## src/rtl/game_io_bridge.sv

```systemverilog
// Game event bridge: per-channel pending slots, round-robin push into an event FIFO,
// processor-side pop at the proc_en step rate, saturating score and last-status tracking.
module game_io_bridge #(
   parameter int NUM_CH     = 2,
   parameter int PTS_W      = 3,
   parameter int DATA_W     = 32,
   parameter int FIFO_DEPTH = 8,
   parameter int DIV        = 4
) (
   input  logic                      clock,
   input  logic                      reset,
   input  logic [NUM_CH-1:0]         ev_valid,
   input  logic [NUM_CH*PTS_W-1:0]   ev_points,
   input  logic [NUM_CH*2-1:0]       ev_code,
   output logic                      proc_en,
   output logic                      rd_valid,
   output logic [DATA_W-1:0]         rd_data,
   input  logic                      rd_ack,
   input  logic                      clr_overflow,
   output logic [DATA_W-1:0]         score,
   output logic [1:0]                status,
   output logic                      overflow
);

   localparam int CH_W   = (NUM_CH > 1) ? $clog2(NUM_CH) : 1;
   localparam int SLOT_W = PTS_W + 2;
   localparam int ENT_W  = SLOT_W + CH_W;
   localparam int AW     = (FIFO_DEPTH > 1) ? $clog2(FIFO_DEPTH) : 1;
   localparam int CNT_W  = $clog2(FIFO_DEPTH + 1);
   localparam int DIV_W  = (DIV > 1) ? $clog2(DIV) : 1;

   localparam logic [DIV_W-1:0] DIV_LAST = DIV_W'(DIV - 1);
   localparam logic [DIV_W-1:0] DIV_ONE  = DIV_W'(1);
   localparam logic [CH_W-1:0]  CH_LAST  = CH_W'(NUM_CH - 1);
   localparam logic [CH_W-1:0]  CH_ONE   = CH_W'(1);
   localparam logic [AW-1:0]    AW_ONE   = AW'(1);
   localparam logic [CNT_W-1:0] CNT_ONE  = CNT_W'(1);
   localparam logic [CNT_W-1:0] CNT_FULL = CNT_W'(FIFO_DEPTH);
   // With DIV=1 every cycle is a step, including the first one out of reset
   localparam logic             PEN_RST  = (DIV == 1) ? 1'b1 : 1'b0;

   logic [DIV_W-1:0]  div_cnt_q, div_cnt_d;
   logic              proc_en_q, proc_en_d;
   logic [NUM_CH-1:0] slot_full_q, slot_full_d;
   logic [SLOT_W-1:0] slot_data_q [NUM_CH];
   logic [SLOT_W-1:0] slot_data_d [NUM_CH];
   logic [CH_W-1:0]   rr_q, rr_d;
   logic [ENT_W-1:0]  mem_q [FIFO_DEPTH];
   logic [ENT_W-1:0]  mem_d [FIFO_DEPTH];
   logic [AW-1:0]     wr_ptr_q, wr_ptr_d, rd_ptr_q, rd_ptr_d;
   logic [CNT_W-1:0]  cnt_q, cnt_d;
   logic [DATA_W-1:0] score_q, score_d;
   logic [1:0]        status_q, status_d;
   logic              ovf_q, ovf_d;

   logic              grant_any_s, push_s, pop_s, drop_s, fifo_full_s, rd_valid_s;
   logic [CH_W-1:0]   grant_idx_s;
   logic [ENT_W-1:0]  head_s;
   logic [DATA_W:0]   sum_s;
   logic [DATA_W-1:0] rd_data_s;

   // Step-enable divider: pulse while the counter sits at DIV-1
   always_comb begin
      if (div_cnt_q == DIV_LAST) begin
         div_cnt_d = '0;
      end else begin
         div_cnt_d = div_cnt_q + DIV_ONE;
      end
      proc_en_d = (div_cnt_d == DIV_LAST);
   end

   // Round-robin search for the first full slot at or after rr_q
   always_comb begin
      int idx_v;
      idx_v       = 0;
      grant_any_s = 1'b0;
      grant_idx_s = '0;
      for (int k = 0; k < NUM_CH; k++) begin
         idx_v = int'(rr_q) + k;
         idx_v = (idx_v >= NUM_CH) ? (idx_v - NUM_CH) : idx_v;
         if (!grant_any_s && slot_full_q[idx_v]) begin
            grant_any_s = 1'b1;
            grant_idx_s = CH_W'(idx_v);
         end else begin
            grant_any_s = grant_any_s;
         end
      end
      fifo_full_s = (cnt_q == CNT_FULL);
      rd_valid_s  = (cnt_q != '0);
      pop_s       = rd_ack & proc_en_q & rd_valid_s;
      push_s      = grant_any_s & (~fifo_full_s | pop_s);
      if (push_s) begin
         rr_d = (grant_idx_s == CH_LAST) ? '0 : (grant_idx_s + CH_ONE);
      end else begin
         rr_d = rr_q;
      end
   end

   // Slot capture: a slot being granted this cycle may accept a new event
   always_comb begin
      logic granted_v;
      granted_v   = 1'b0;
      drop_s      = 1'b0;
      slot_full_d = slot_full_q;
      slot_data_d = slot_data_q;
      for (int i = 0; i < NUM_CH; i++) begin
         granted_v = push_s && (grant_idx_s == CH_W'(i));
         if (ev_valid[i] && (!slot_full_q[i] || granted_v)) begin
            slot_full_d[i] = 1'b1;
            slot_data_d[i] = {ev_code[i*2 +: 2], ev_points[i*PTS_W +: PTS_W]};
         end else if (ev_valid[i]) begin
            drop_s = 1'b1;
         end else if (granted_v) begin
            slot_full_d[i] = 1'b0;
         end else begin
            slot_full_d[i] = slot_full_q[i];
         end
      end
      ovf_d = drop_s ? 1'b1 : (clr_overflow ? 1'b0 : ovf_q);
   end

   // FIFO storage, pointers, occupancy, and pop-side score/status update
   always_comb begin
      mem_d    = mem_q;
      wr_ptr_d = wr_ptr_q;
      rd_ptr_d = rd_ptr_q;
      head_s   = mem_q[rd_ptr_q];
      if (push_s) begin
         mem_d[wr_ptr_q] = {grant_idx_s, slot_data_q[grant_idx_s]};
         wr_ptr_d        = wr_ptr_q + AW_ONE;
      end else begin
         wr_ptr_d = wr_ptr_q;
      end
      case ({push_s, pop_s})
         2'b10:   cnt_d = cnt_q + CNT_ONE;
         2'b01:   cnt_d = cnt_q - CNT_ONE;
         default: cnt_d = cnt_q;
      endcase
      sum_s = {1'b0, score_q} + (DATA_W + 1)'(head_s[PTS_W-1:0]);
      if (pop_s) begin
         rd_ptr_d = rd_ptr_q + AW_ONE;
         score_d  = sum_s[DATA_W] ? '1 : sum_s[DATA_W-1:0];
         status_d = head_s[PTS_W+1:PTS_W];
      end else begin
         score_d  = score_q;
         status_d = status_q;
      end
      rd_data_s = '0;
      if (rd_valid_s) begin
         rd_data_s[ENT_W-1:0] = head_s;
      end else begin
         rd_data_s = '0;
      end
   end

   // Control and accounting registers
   always_ff @(posedge clock) begin
      if (reset) begin
         div_cnt_q   <= '0;
         proc_en_q   <= PEN_RST;
         slot_full_q <= '0;
         rr_q        <= '0;
         wr_ptr_q    <= '0;
         rd_ptr_q    <= '0;
         cnt_q       <= '0;
         score_q     <= '0;
         status_q    <= 2'b00;
         ovf_q       <= 1'b0;
      end else begin
         div_cnt_q   <= div_cnt_d;
         proc_en_q   <= proc_en_d;
         slot_full_q <= slot_full_d;
         rr_q        <= rr_d;
         wr_ptr_q    <= wr_ptr_d;
         rd_ptr_q    <= rd_ptr_d;
         cnt_q       <= cnt_d;
         score_q     <= score_d;
         status_q    <= status_d;
         ovf_q       <= ovf_d;
      end
   end

   // Payload storage; contents are qualified by the slot flags and the occupancy count
   always_ff @(posedge clock) begin
      slot_data_q <= slot_data_d;
      mem_q       <= mem_d;
   end

   assign proc_en  = proc_en_q;
   assign rd_valid = rd_valid_s;
   assign rd_data  = rd_data_s;
   assign score    = score_q;
   assign status   = status_q;
   assign overflow = ovf_q;

endmodule

```

## config.mk

```make
export PLATFORM = sky130hd
export DESIGN_NAME = game_io_bridge
export DESIGN_NICKNAME = d
export VERILOG_FILES = /design/src/rtl/game_io_bridge.sv
export SDC_FILE = /design/constraint.sdc
export NUM_CORES = 1
export LEC_CHECK = 0
export BUFFER_PORTS_ARGS = -buffer_cell sky130_fd_sc_hd__clkbuf_2
export CAP_MARGIN = 25
export CORE_ASPECT_RATIO = 1.25
export CORE_MARGIN = 2
export CORE_UTILIZATION = 60
export CTS_BUF_LIST = sky130_fd_sc_hd__clkbuf_8
export CTS_CLUSTER_SIZE = 12
export DETAILED_ROUTE_END_ITERATION = 8
export PLACE_DENSITY = 0.92
export SLEW_MARGIN = 20
export SYNTH_ARGS = -nofsm -noshare
export SYNTH_HDL_FRONTEND = slang
export SYNTH_SLANG_ARGS = --single-unit
```

## constraint.sdc

```tcl
create_clock -name clock -period 7.5 [get_ports clock]
set_input_delay 0 -clock clock [delete_from_list [all_inputs] [get_ports clock]]
set_output_delay 0 -clock clock [all_outputs]
set_load 0.1 [all_outputs]
```

==> results.md <==
- Row count: 37
- Top Layer Used: met4
- EDFF count, synth: 58
- Number of global-route vias before repair: 3309
- Max cap viols: 0
- Initial antenna violation count: 0
- Filler instances: 559
- Largest net degree at the start of global routing: between 50 and 60
- TNS Setup: 0 ps
- Final Max Slew Viols: 0
- Iter 0 DRT Violations: 216
- Clock root cell: clkbuf_8
- Vias post-DR: approximately 3400
- Syn Std Cell Area: roughly 0.0050 sq mm
- Post-CTS Setup Inserts: 0
- Worst r2r path cells: 8
- Buffers on Ports: 58
- RSZ-0062 raised after global routing: false
- Status: complete, no violations
- Commonest non-fill, non-tap cells in the layout: clkbuf_2, edfxtp_1, dfxtp_1
- Final #Nets: 502
- Clk_skew: 11.20 ps
- Final HPWL DP: 6720 microns
- Layout area overhead: 12.33%
- Die X: approximately 85 microns
- CTS Buf Count: 9
- Post-CTS sizing: 0
- DP Area: 0.005229 sq mm
- CTS Hold Bufs: 13
- Worst Setup Path Type: reg -> reg
- Register area share after synthesis: 55.58%
- WL met1: 3740 microns
- Post-DR wirelength/cell: roughly 17 microns
- Core ar.: 0.008148 sq mm
- Slew HR: 30.64%
- Htree depth: 3
- Main synth FF type: edfxtp_1
- #FFs+latches synth: 109
- WP data arrival: 3970 ps
- Critical Path RT: 7740 ps
- Synthesized area per cell: 12.12 sq um
- Hold Path Depth: 4
- First-pass GRT wire length: 15900 microns
- Worst skew pair latency: 400 ps
- Yosys cell types: 53
- GRT Resource Usage Total: 23.04%
- Total Power: 1243 uW
- Fmax: 0.2677 GHz
- Drt first pass iters: 5
- WL final: about 10000 microns
- Worst Path Max Fanout: 14
- Peak supply drop: 203.0 uV
- Starting Density: 61.01%
- Final period util: between 40% and 50%
- Routed Antenna Nets: 0
- Vias per cell: ~6.0
- Hold crit path type: in -> reg
- Total power divided by cell area: 222.6 mW/mm^2
- Io pins: 85
- Ratio of cells with drive above 1 in the final layout: 22.29%
- Die ar.: between 0.009 and 0.01 sq mm
- Min Tclk post-route: 3735 ps
- Met2 wire len: approximately 5500 microns
- Fin. Hold Viols: 0
- Pleak: 0.002075 uW
- Ys async rst share: 0%
- Remaining DRCs: 0
- CTS Sinks: approximately 110
- Final Wtd Congestion: about 0.84
- Setup violators final: 0
- Reg2reg setup slack: 3770 ps
- Routed wl met3: 624 microns
- Cells after synthesis: 410
- Grt ovf: 0
- Slew at the pin with the worst max-slew slack: 1032 ps
- CTS tree: built
- Worst setup EP type: flip-flop
- Clock Path Buffers: 2
- CP Launch Type: flip-flop
- Clock transition at the registers of the reported paths: 110 ps
- Cell area after layout: 0.005584 sq mm
- Synth warnings: 0
- Antenna Cells: 0
- Die Ht: 105.8 microns
## synth_stat cells, drive strengths merged (2+ instances only)
library cell | count | share of area [%]
edfxtp | 58 | 35
dfxtp | 51 | 21
buf | 32 | 4.5
a21oi | 31 | 3.1
nor2 | 30 | 2.3
xor2 | 19 | 3.3
clkbuf | 13 | 0.98
nand2 | 13 | 0.98
mux4 | 12 | 5.4
nand3 | 12 | 1.2
xnor2 | 12 | 2.1
ha | 10 | 2.5
nand4 | 10 | 1.3
nor3 | 10 | 1.0
mux2 | 8 | 1.8
nor4 | 8 | 1.6
and2 | 7 | 0.88
mux2i | 6 | 1.2
and3 | 5 | 0.63
and4 | 5 | 0.88
inv | 5 | 0.38
o21ai | 5 | 0.50
a211oi | 4 | 0.60
nand2b | 4 | 0.65
a31oi | 3 | 0.38
nor2b | 3 | 0.38
nor3b | 3 | 0.45
nor4b | 3 | 0.53
o21a | 3 | 0.45
or4 | 3 | 0.45
a21boi | 2 | 0.30
a41oi | 2 | 0.35
o211ai | 2 | 0.30
o21bai | 2 | 0.30
o31ai | 2 | 0.40
## sequential cells by signal (all words and copies together) (netlist names)
name	flops
mem_q	48
score	32
slot_data_q	10
cnt_q	4
rd_ptr_q	3
wr_ptr_q	3
div_cnt_q	2
slot_full_q	2
status	2
overflow	1
proc_en	1
rr_q	1
## area by class of cell
cell class	count	area, sq um	share of cell area [%]
flip-flops and latches	109	2763	49.47
clock inverters	7	83.83	1.501
multi-input cells	276	2033	36.41
clock buffers	9	123.9	2.218
inverters	5	18.77	0.3361
repair buffers	74	440.4	7.887
well taps	97	121.4	2.173
## final timing paths
path / from / end
max: rd_ptr_q[0] / score[28]
min: rd_ack / rd_ptr_q[1]
max reg2reg: rd_ptr_q[0] / score[28]
min reg2reg: div_cnt_q[0] / div_cnt_q[0]
## metrics by stage
stage	utilization, %	setup WS (ps)	std cells	hold WS, ps
final	68.54	3765	577	260.3
after floorplan	-	4171	435	98.87
after global placement	64.11	3753	547	177.0
after global routing	68.54	3441	577	276.5
after detailed placement	64.17	3594	548	178.6
after CTS	68.32	3493	577	205.9
## critical path, stage by stage, from the launching register on
cell and delay [ps]:
dfxtp_1 900, mux4_2 590, mux2_2 280, ha_1 350, a21o_1 180, or4b_1 600
nor4b_1 410, xnor2_1 170, a21oi_1 80
## metal layers
metal  GRT usage, %  vias to the layer above
met4          11.56                        0
met3          5.012                       24
li1               -                     1598
met1          25.70                     1663
met5              0                        -
met2          40.85                      154
## kinds of logic after synthesis
group | count (synthesis) | synth area share [%]
AO/OA/AOI/OAI | 60 | 7.425
XOR/XNOR | 31 | 5.462
adder cells (fa/ha/maj) | 11 | 2.920
buffers and inverters | 50 | 5.890
flip-flops | 109 | 55.58
multiplexers | 26 | 8.457
other | 1 | 0.07544
AND/OR/NAND/NOR | 122 | 14.20
## report_power, final
part | switching [uW] | internal (uW)
Combinational | 162 | 40.6
Clock | 214 | 162
Sequential | 14.3 | 650
Total | 391 | 852
No activity file was read; power rests on OpenSTA's default activity.
